<file path="src/rtl/dw02_mult_pipe_hs.sv">
// dw02_mult_pipe_hs: parametrised pipelined multiplier with valid/ready handshake, bubble collapsing and sideband tag
module dw02_mult_pipe_hs #(
   parameter int A_width    = 8,
   parameter int B_width    = 8,
   parameter int NUM_STAGES = 6,
   parameter int TAG_width  = 4
) (
   input  logic                         CLK,
   input  logic                         RST,
   input  logic                         IN_VALID,
   output logic                         IN_READY,
   input  logic [A_width-1:0]           A,
   input  logic [B_width-1:0]           B,
   input  logic                         TC,
   input  logic [TAG_width-1:0]         IN_TAG,
   output logic                         OUT_VALID,
   input  logic                         OUT_READY,
   output logic [A_width+B_width-1:0]   PRODUCT,
   output logic [TAG_width-1:0]         OUT_TAG
);
   localparam int W = A_width + B_width;
   logic [NUM_STAGES-1:0] v, ld, sv;
   logic [W-1:0]          p  [NUM_STAGES];
   logic [W-1:0]          sp [NUM_STAGES];
   logic [TAG_width-1:0]  t  [NUM_STAGES];
   logic [TAG_width-1:0]  st [NUM_STAGES];
   logic [W-1:0]          a_x, b_x, prod;
   // Extending both operands to the full result width makes one modular multiply exact for either mode
   always_comb begin
      a_x  = {{B_width{TC & A[A_width-1]}}, A};
      b_x  = {{A_width{TC & B[B_width-1]}}, B};
      prod = a_x * b_x;
   end
   always_comb begin
      sv    = '0;
      sv[0] = IN_VALID;
      sp[0] = prod;
      st[0] = IN_TAG;
      for (int i = 1; i < NUM_STAGES; i++) begin
         sv[i] = v[i-1];
         sp[i] = p[i-1];
         st[i] = t[i-1];
      end
   end
   // A stage may load whenever any stage from it to the output holds a bubble, or the output drains
   for (genvar k = 0; k < NUM_STAGES; k++) begin : g_ld
      assign ld[k] = OUT_READY | ~&v[NUM_STAGES-1:k];
   end
   always_ff @(posedge CLK)
      if (RST) begin
         v <= '0;
         for (int i = 0; i < NUM_STAGES; i++) begin
            p[i] <= '0;
            t[i] <= '0;
         end
      end else
         for (int i = 0; i < NUM_STAGES; i++)
            if (ld[i]) begin
               v[i] <= sv[i];
               if (sv[i]) begin
                  p[i] <= sp[i];
                  t[i] <= st[i];
               end
            end
   assign IN_READY  = ld[0] & ~RST;
   assign OUT_VALID = v[NUM_STAGES-1];
   assign PRODUCT   = p[NUM_STAGES-1];
   assign OUT_TAG   = t[NUM_STAGES-1];
endmodule

</file>
<file path="config.mk">
export PLATFORM = sky130hd
export DESIGN_NAME = dw02_mult_pipe_hs
export DESIGN_NICKNAME = d
export VERILOG_FILES = /design/src/rtl/dw02_mult_pipe_hs.sv
export SDC_FILE = /design/constraint.sdc
export NUM_CORES = 1
export LEC_CHECK = 0
export CORE_AREA = 2 2 85 169
export CTS_BUF_LIST = sky130_fd_sc_hd__clkbuf_4 sky130_fd_sc_hd__clkbuf_8
export DETAILED_ROUTE_END_ITERATION = 16
export DIE_AREA = 0 0 87 171
export PLACE_DENSITY = 0.85
export SLEW_MARGIN = 10
export SYNTH_ARGS = -nofsm -noshare
export SYNTH_HDL_FRONTEND = slang
export SYNTH_SLANG_ARGS = --single-unit
</file>
<file path="constraint.sdc">
create_clock -name CLK -period 5.8 [get_ports CLK]
set_clock_uncertainty 0.2 [all_clocks]
set_input_delay 1.16 -clock CLK [delete_from_list [all_inputs] [get_ports CLK]]
set_output_delay 1.16 -clock CLK [all_outputs]
set_load 0.02 [all_outputs]
</file>
Yosys cells after proc, flatten, opt, wreduce, memory -nomap -nowiden

Memories as Yosys holds them, arrays and structs flattened.
Cells that the tools add are included.

Output and inout port bits: 22
Word-level logic and storage cells: 80
Memories: 2
Bits in writable memories: 120
Input port bits: 25
Bits in registers: 6

Memory list:

| memory | words | bits a word | read ports | clocked after Yosys merged registers in | write ports | line | RTL |
|---|---|---|---|---|---|---|---|
| p      | 6     | 16          | 6          | 0                                       | 6           | 23   | `logic [W-1:0] p [NUM_STAGES];` |
| t      | 6     | 4           | 6          | 0                                       | 6           | 25   | `logic [TAG_width-1:0] t [NUM_STAGES];` |

Muxes and demuxes: 38
Multipliers: 1
Bitwise operators: 22
Reduce and logical (&&, ||, !) cells: 11

Operator list:

| operator          | count |
|---|---|
| $mux W16          | 6 |
| $mux W1           | 26 |
| $mux W4           | 6 |
| $or A1 B1 Y1      | 18 |
| $mul A9 B9 Y16    | 1 |
| $logic_not A1 Y1  | 6 |
| $reduce_and A6 Y1 | 1 |
| $reduce_and A5 Y1 | 1 |
| $reduce_and A4 Y1 | 1 |
| $and A1 B1 Y1     | 3 |
| $reduce_and A3 Y1 | 1 |
| $reduce_and A2 Y1 | 1 |
| $not A1 Y1        | 1 |

Longest topological paths before layout

Gate-level depths: netlist (run 1).

Depth after elaboration: 7
Mapped depth: 18
Mapped depth without buffers: 17

Worst setup path after synthesis (run 1)

OpenSTA, ideal clock, no wires.

Kind: input-to-reg
Start: input B[7]
End: memory p[0][14] in the netlist's numbering, data pin
Required time: 5.342 ns
Path buffers: 1
Setup slack: -0.516 ns
Stages: 17
Arrival: 5.858 ns
Setup time: 0.258 ns
Cell sequence: clkbuf_1 nand2_1 or2_2 fa_1 fa_1 inv_1 fa_1 fa_1 inv_1 fa_1 inv_1 ha_1 and3_1 a2111o_1 a211oi_2 or3_2 a21oi_2

RTL lines:

| what        | line | RTL |
|---|---|---|
| from (decl) | 13   | `input logic [B_width-1:0] B,` |
| to (decl)   | 23   |  |

==> metrics.csv, run 1 <==
metric,value,unit
clk_lat worst skew,420,ps
crit-path most repeated cell,fa_1,
largest net degree at the start of global routing,21,
final total power,3313,uW
routed via count,4494,
"Primary FF master, synth",edfxtp_1,
ANT cells,0,
outcome,completed,
Remaining DRCs,0,
syn_area_per_cell,12.14,sq um
Routed wire per std cell,14.96,microns
critical path required time,5770,ps
TritonCTS Buffers,17,
1st-iter DRT viols,224,
sequential share of the synthesized area,49.57,%
worst ir drop on vdd,0.5480,mV
# clock sinks,126,
P per Cell Area,366.8,nW/um^2
Multi-input gate area,3452,sq um
Crit. path cell count,17,
Setup crit start kind,primary input,
mapped cell area,7512,sq um
clock power share,24.5,%
CTS tree,built,
core area,13660,sq um
Placed Cells,846,
Synth-to-Final Area Change,20.22,%
die area,14880,sq um
Seq cells post-synth,126,
Worst-Margin Slew,954.9,ps
DP HPWL,9.984,mm
P_leak,0.004037,uW
Comb pwr share,42.0,%
slew margin rel.,36.10,%
CP Data Arrival Time,5690,ps
fin crit share,98.64,%
synth top area cells,"edfxtp_1, fa_1, and2_1",
internal power,2233,uW
vias in the first global route,4620,
first-pass GRT wire length,21.91,mm
placed cell areas,8472,sq um
post-synthesis instance total,619,
H-Tree Depth,4,
Hold Path Class,reg -> reg,
initial antenna violation count,0,
Starting Density,54.99,%
sw frac,32.59,%
Pins Over Slew Limit,0,
Crit path buffers/inverters,4,
die width,87,microns
Yosys Warn Count,0,
hold slack,273.2,ps
Max Buffers Root-to-Sink,2,
RePlAce Congestion,0.8483,
clock transition at the registers of the reported paths,70,ps
I/O pin cnt,47,
R2R cell count,4,
"CP delay by family, top",adder cells,
crit-path max FO,3,
Synth area leader,edfxtp_1,
global route total overflow,0,
crit-path cells,clkbuf_2 -> and2_4 -> nand2_4 -> fa_1 -> inv_2 -> fa_1 -> fa_1 -> fa_1 -> inv_2 -> fa_1 -> inv_2 -> ha_4 -> and3_4 -> a2111o_1 -> a211oi_2 -> or3_4 -> a21oi_2,
share of cells above drive strength 1,17.56,%
Post-DRT Antenna Nets,0,
sequential power share,33.4,%
NetSw,1080,uW
total track usage,19.25,%
Post-Route WL,13.26,mm
Die H,171,microns
Max Fclk,0.1748,GHz
most frequent cells after synthesis,"and2_1, edfxtp_1, inv_1, fa_1, nand2_1",
Post-synth ARST share,0,%
Worst path max stage delay,570,ps
final core utilization,66.11,%
Filler Cells Inserted,946,
Yosys top cell area share,47.97,%
MaxCap Viol Count,0,
worst hold path depth,2,
final hold vios,0,
DR pass1 iterations,4,
kind of critical path,in -> reg,
Layout Cells excl Fill,886,
Hold Buf Count CTS,0,
min Tclk post-route,5721,ps
Post-Layout Inst Area,9031,sq um
Reg area,3724,sq um
top-count cell post-synth,and2_1,
vias per cell,5.072,
# setup viols final,0,
Synth cell types,41,
Worst setup EP type,register,
Root Buffer,clkbuf_8,
number of port buffers,46,
Post-synth EDFFs,120,
Nets,837,
slowest cell on the critical path,fa_1,
Synth Net Count,740,
row cnt,61,
==> per-stage QoR <==
stage | TNS [ps] | setup slack (ps)
2_1_floorplan | -22.42 | -22.42
3_3_place_gp | -3630 | -618.1
5_1_grt | -37.57 | -37.57
3_5_place_dp | -4147 | -705.0
4_1_cts | 0 | 1.421
6_report | 0 | 79.16
==> layout make-up <==
| type | instances | share of cell area, % |
|---|---|---|
| Multi-Input combinational cell | 378 | 38.22 |
| Timing Repair Buffer | 101 | 9.740 |
| Sequential cell | 126 | 41.23 |
| Clock buffer | 18 | 2.674 |
| Clock inverter | 14 | 2.134 |
| Tap cell | 157 | 2.175 |
| Inverter | 92 | 3.824 |
==> final timing paths <==
check        from       end  slack, ps
max reg2reg  v[4]   p[0][0]       3640
min reg2reg  v[0]      v[1]        270
min          v[0]      v[1]        270
max          A[7]  p[0][14]         80
==> flip-flops by register name, indices dropped and copies added, names as in the netlist <==
signal,flops
p,96
t,24
v,6
==> power groups by stage <==
stage                     registers [uW]  clock network (uW)  logic [uW]
after floorplan                     1120                   0         816
after CTS                           1110                 825        1370
after global routing                1120                 862        1560
after detailed placement            1130                   0        1310
final                               1110                 812        1390
after global placement              1130                   0        1240
==> what timing repair did <==
item,CTS,global route
buffers inserted,1,7
pin swaps,10,13
gates resized for setup,15,44
endpoints found under the setup margin,6,7
==> routing by layer <==
| layer | wire [microns] | track usage [%] | part of all wire (%) |
|---|---|---|---|
| met1 | 5243 | 24.18 | 40 |
| met2 | 7234 | 32.69 | 55 |
| met3 | 550 | 4.486 | 4.1 |
| met4 | 230 | 6.046 | 1.7 |
| met5 | 0 | 0 | 0 |
==> cell families after synthesis <==
family          count (synthesis)  synth area share, %
flops                         126                49.57
buf+inv                       115                5.863
simple gates                  245                18.40
compound gates                 26                2.415
fa+ha+maj                      96                22.29
xor+xnor                       11                1.466
==> tightest hold or removal path: stages, from the launching register on <==
cell and delay (ps):
dfxtp_1 320, inv_1 50, a21oi_1 50
==> placed cells by master, fill, tap and decap left out, types with 5 or more instances in the layout <==
cell type / instances
o21a_1: 5
ha_1: 30
buf_4: 52
xnor2_1: 7
clkbuf_2: 6
a21oi_1: 9
and2_1: 138
nor2_1: 24
clkbuf_8: 17
nand2_1: 41
inv_1: 86
clkdlybuf4s50_1: 29
dlymetal6s2s_1: 8
fa_1: 61
edfxtp_1: 120
dfxtp_1: 6
nand2b_1: 8
inv_2: 6
Power figures use the tool's default switching activity.
==> inputs of run 2 (changes only) <==
--- a/config.mk
+++ b/config.mk
@@ -9,6 +9,7 @@
 export CTS_BUF_LIST = sky130_fd_sc_hd__clkbuf_4 sky130_fd_sc_hd__clkbuf_8
 export DETAILED_ROUTE_END_ITERATION = 16
 export DIE_AREA = 0 0 87 171
+export GPL_TIMING_DRIVEN = 0
 export PLACE_DENSITY = 0.85
 export SLEW_MARGIN = 10
 export SYNTH_ARGS = -nofsm -noshare
==> run 2 against run 1 <==
  * Clock-buffer cell count up 2
  * Setup slack better by 30 ps
  * Sequential power barely moved
  * Largest cell class unchanged
==> metrics.csv, run 2 (synthesis gave the netlist of run 1 again) <==
metric,value,unit
CTS tree,built,
Placed Cells,815,
Worst-Margin Slew,883.1,ps
DP HPWL,9.449,mm
"commonest non-fill, non-tap cell in the layout",and2_1,
initial antenna violation count,0,
slew margin rel.,41.13,%
crit-path max FO,9,
Layout Cells excl Fill,851,
slowest cell on the critical path,fa_1,
Post-DRT Antenna Nets,0,
CP Data Arrival Time,5650,ps
placed cell areas,8179,sq um
Biggest register,p,
critical path required time,5760,ps
Root Buffer,clkbuf_8,
largest net degree at the start of global routing,21,
first-pass GRT wire length,20.09,mm
Max Buffers Root-to-Sink,2,
Worst path max stage delay,550,ps
1st-iter DRT viols,393,
vias in the first global route,4403,
vias per cell,5.090,
DR pass1 iterations,6,
final total power,2923,uW
Starting Density,54.99,%
MaxCap Viol Count,0,
Routed wire per std cell,13.99,microns
core area,13660,sq um
final hold vios,0,
Hold Buf Count CTS,0,
Hold Path Class,reg -> reg,
number of port buffers,39,
total track usage,17.53,%
global route total overflow,0,
TNS Setup,0,ps
Worst setup EP type,register,
sw frac,32.92,%
internal power,1960,uW
hold slack,268.9,ps
TritonCTS Buffers,17,
top flop regs,"p (96), t (24), v (6)",
fin crit share,98.12,%
share of cells above drive strength 1,11.67,%
worst ir drop on vdd,0.4445,mV
Comb pwr share,40.4,%
routed via count,4332,
Post-Layout Inst Area,8581,sq um
R2R setup slack,3670,ps
Remaining DRCs,0,
Max Fclk,0.1757,GHz
H-Tree Depth,4,
die width,87,microns
# clock sinks,126,
P_leak,0.003742,uW
# setup viols final,0,
Die H,171,microns
Pins Over Slew Limit,0,
clock transition at the registers of the reported paths,70,ps
sequential power share,37.7,%
row cnt,61,
die area,14880,sq um
Nets,804,
P per Cell Area,340.6,nW/um^2
Synth-to-Final Area Change,14.22,%
max reg flops,96,
clk_lat worst skew,420,ps
outcome,completed,
crit-path most repeated cell,fa_1,
most frequent cells in the layout,"and2_1, edfxtp_1, inv_1",
Post-Route WL,11.91,mm
ANT cells,0,
Setup crit start kind,primary input,
Crit path buffers/inverters,5,
RePlAce Congestion,0.8530,
RSZ-0062 raised after global routing,false,
NetSw,962.3,uW
"CP delay by family, top",adder cells,
clock power share,21.9,%
I/O pin cnt,47,
crit-path cells,buf_4 -> and2_4 -> fa_1 -> inv_2 -> fa_1 -> inv_1 -> fa_1 -> fa_1 -> inv_2 -> fa_1 -> inv_2 -> ha_4 -> and3_4 -> a2111o_1 -> a211oi_2 -> or3_4 -> a21oi_4,
kind of critical path,in -> reg,
min Tclk post-route,5691,ps
==> run 2: worst paths after layout <==
kind,start,endpoint,cells after the start
worst max-delay path,A[3],p[0][14],17
worst min-delay path,v[0],v[1],2
worst max register to register,v[4],p[0][5],5
worst min register to register,v[0],v[1],2
==> run 2: worst reg2reg max path, cell delays in order, from the launching register on <==
cell and delay [ps]:
dfxtp_1 390, and4b_1 210, buf_2 150, nand4_1 160, nand2_1 140, nand2b_1 450
==> run 2: power by group through the flow <==
stage	Sequential, uW	Clock [uW]	Combinational [uW]
3_3_place_gp	1120	0	1050
4_1_cts	1100	650	1140
3_5_place_dp	1120	0	1090
6_report	1100	640	1180
2_1_floorplan	1120	0	816
5_1_grt	1110	696	1340
==> run 2: layer usage <==
metal / share of wire (%) / global-route usage (%) / wire, microns / vias up
met5: 0 / 0 / 0 / -
met4: 1.2 / 5.367 / 148 / 0
met3: 4.6 / 4.679 / 550 / 13
met2: 55 / 30.34 / 6596 / 108
met1: 39 / 21.10 / 4609 / 2123
li1: - / - / - / 2088
==> run 2: what timing repair did <==
action | 4_1_cts | 5_1_grt
resized for setup | 31 | 56
setup endpoints to repair | 6 | 3
pin swaps | 9 | 16
gates cloned | 0 | 0
setup buffers | 4 | 4
==> run 2: area by class of cell <==
type / count / area [sq um]
tap: 157 / 196.4
fill: 980 / 5081
clock inverter: 10 / 75.07
multi-input combinational: 378 / 3435
inverter: 92 / 345.3
sequential: 126 / 3724
buffer: 21 / 97.59
clock buffer: 20 / 256.5
timing repair buffer: 47 / 451.7
==> run 2: stage by stage <==
step | worst slack [ps] | utilization, %
after floorplan | -22.42 | -
after global placement | -851.6 | 59.87
after detailed placement | -894.3 | 59.87
after CTS | 11.20 | 62.68
after global routing | 9.318 | 62.81
final | 109.3 | 62.81
==> inputs of run 3 (changes only) <==
--- a/config.mk
+++ b/config.mk
@@ -5,12 +5,12 @@
 export SDC_FILE = /design/constraint.sdc
 export NUM_CORES = 1
 export LEC_CHECK = 0
-export CORE_AREA = 2 2 85 169
+export CORE_AREA = 2 2 95 188
 export CTS_BUF_LIST = sky130_fd_sc_hd__clkbuf_4 sky130_fd_sc_hd__clkbuf_8
 export DETAILED_ROUTE_END_ITERATION = 16
-export DIE_AREA = 0 0 87 171
+export DIE_AREA = 0 0 97 190
 export GPL_TIMING_DRIVEN = 0
-export PLACE_DENSITY = 0.85
+export PLACE_DENSITY = 0.72
 export SLEW_MARGIN = 10
 export SYNTH_ARGS = -nofsm -noshare
 export SYNTH_HDL_FRONTEND = slang
==> run 3 against run 2 <==
  * Routed wire length fell by 2.0%
  * Setup slack improved by 6.0 ps
  * Worst hold slack improved by 2.3 ps
  * Critical path type unchanged
  * Largest cell class unchanged
  * Highest routed layer unchanged
==> metrics.csv, run 3 (synthesis gave the netlist of run 1 again) <==
metric,value,unit
outcome,completed,
"commonest non-fill, non-tap cell in the layout",and2_1,
1st-iter DRT viols,218,
final total power,3040,uW
P per Cell Area,347.8,nW/um^2
clock transition at the registers of the reported paths,70,ps
die area,18430,sq um
DR pass1 iterations,4,
Hold Path Class,reg -> reg,
Setup crit start kind,primary input,
TritonCTS Buffers,17,
critical path startpoint,B[4],
final hold vios,0,
DP HPWL,9.246,mm
R2R cell count,5,
min Tclk post-route,5685,ps
fin crit share,98.01,%
R2R setup slack,3650,ps
critical path required time,5770,ps
Remaining DRCs,0,
share of cells above drive strength 1,13.04,%
Synth-to-Final Area Change,16.37,%
I/O pin cnt,47,
CP Data Arrival Time,5660,ps
Root Buffer,clkbuf_8,
max reg flops,96,
slew margin rel.,40.02,%
routed via count,4269,
vias in the first global route,4461,
Max Fclk,0.1759,GHz
MaxCap Viol Count,0,
largest net degree at the start of global routing,21,
internal power,2031,uW
crit-path max FO,9,
total track usage,13.67,%
initial antenna violation count,0,
clk_lat worst skew,430,ps
clock power share,24.5,%
NetSw,1009,uW
Max Buffers Root-to-Sink,2,
# setup viols final,0,
vias per cell,4.702,
Post-DRT Antenna Nets,0,
sw frac,33.20,%
P_leak,0.003765,uW
H-Tree Depth,4,
Crit Reg-Reg Startpoint,v[4],
Routed wire per std cell,12.85,microns
row cnt,68,
top flop regs,"p (96), t (24), v (6)",
Worst setup EP type,register,
RSZ-0062 raised after global routing,true,
die width,97,microns
# clock sinks,126,
first-pass GRT wire length,20.37,mm
most frequent cells in the layout,"and2_1, edfxtp_1, inv_1",
global route total overflow,0,
slowest cell on the critical path,fa_1,
Post-Route WL,11.67,mm
Worst-Margin Slew,899.7,ps
Critical Path End,p[0][14],
CTS tree,built,
kind of critical path,in -> reg,
number of port buffers,39,
hold slack,271.1,ps
sequential power share,36.1,%
Die H,190,microns
Comb pwr share,39.3,%
crit-path most repeated cell,fa_1,
RePlAce Congestion,0.7825,
crit-path cells,buf_4 -> and2_4 -> fa_1 -> inv_1 -> fa_1 -> inv_1 -> fa_1 -> fa_1 -> inv_2 -> fa_1 -> inv_2 -> ha_4 -> and3_4 -> a2111o_1 -> a211oi_2 -> or3_4 -> a21oi_4,
core area,17100,sq um
worst ir drop on vdd,0.4055,mV
Pins Over Slew Limit,0,
Worst path max stage delay,570,ps
Starting Density,43.93,%
Biggest register,p,
ANT cells,0,
FF-to-FF End,p[0][5],
Nets,806,
-- run 3: changes by cell type in the layout (fill, tap and decap cells not counted), moves of 2 or more --
cell | previous run | this run
buf_2 | 2 | 5
clkinv_4 | 0 | 3
clkinv_2 | 6 | 1
clkinvlp_4 | 1 | 3
inv_2 | 3 | 5
inv_6 | 0 | 5
clkbuf_4 | 3 | 1
clkinv_1 | 2 | 0
inv_1 | 89 | 87
-- run 3: worst max-delay path: cells and delay by family --
| kind | cells | cell delay (ps) |
|---|---|---|
| adders and majority gates | 6 | 2870 |
| AOI/OAI and AO/OA | 3 | 770 |
| and+or+nand+nor | 3 | 490 |
| buffers and inverters | 5 | 370 |
-- run 3: area by class of cell --
cell class	instances	area [sq um]
plain buffers	21	96.34
clock buffers	18	241.5
clock inverters	14	157.7
fillers	1456	8359
inverters	92	345.3
multi-input cells	378	3447
flip-flops and latches	126	3724
well taps	210	262.8
repair buffers	49	467.9
-- run 3: repair_timing --
action / CTS / global route
setup endpoints to repair: 6 / 4
hold buffers: 0 / 0
pin swaps: 10 / 16
gates resized for setup: 31 / 58
buffers inserted: 5 / 5
-- run 3: per-stage QoR --
step	area (sq um)	setup WS [ps]	instances	setup TNS (ps)	util [%]
after floorplan	7592	-22.42	619	-22.42	-
after detailed placement	8245	-910.5	868	-4990	48.21
after global placement	8245	-872.5	868	-4493	48.21
after CTS	8705	8.231	905	0	50.90
final	8742	115.2	908	0	51.12
after global routing	8742	-23.07	908	-23.07	51.12
-- run 3: how the worst min path moves through the flow --
stage | start | to | depth (start not counted)
finish | v[0] | v[1] | 2
global route | v[0] | v[1] | 2
CTS | v[0] | v[1] | 2
detailed placement | v[0] | v[1] | 2
global placement | v[0] | v[1] | 2
floorplan | v[0] | v[1] | 2
-- run 3: routing by layer --
metal  up-vias  wire, microns  global-route usage [%]
li1       2105              -                       -
met1      2073           4753                   16.55
met2        68           6372                   24.44
met3        23            352                   2.939
met4         0            193                   4.009
met5         -              0                       0
-- run 3: power groups by stage --
stage | Combinational, uW | Clock (uW) | Sequential, uW
CTS | 1150 | 761 | 1100
detailed placement | 1090 | 0 | 1120
global placement | 1060 | 0 | 1120
floorplan | 816 | 0 | 1120
global route | 1340 | 802 | 1110
finish | 1200 | 746 | 1100
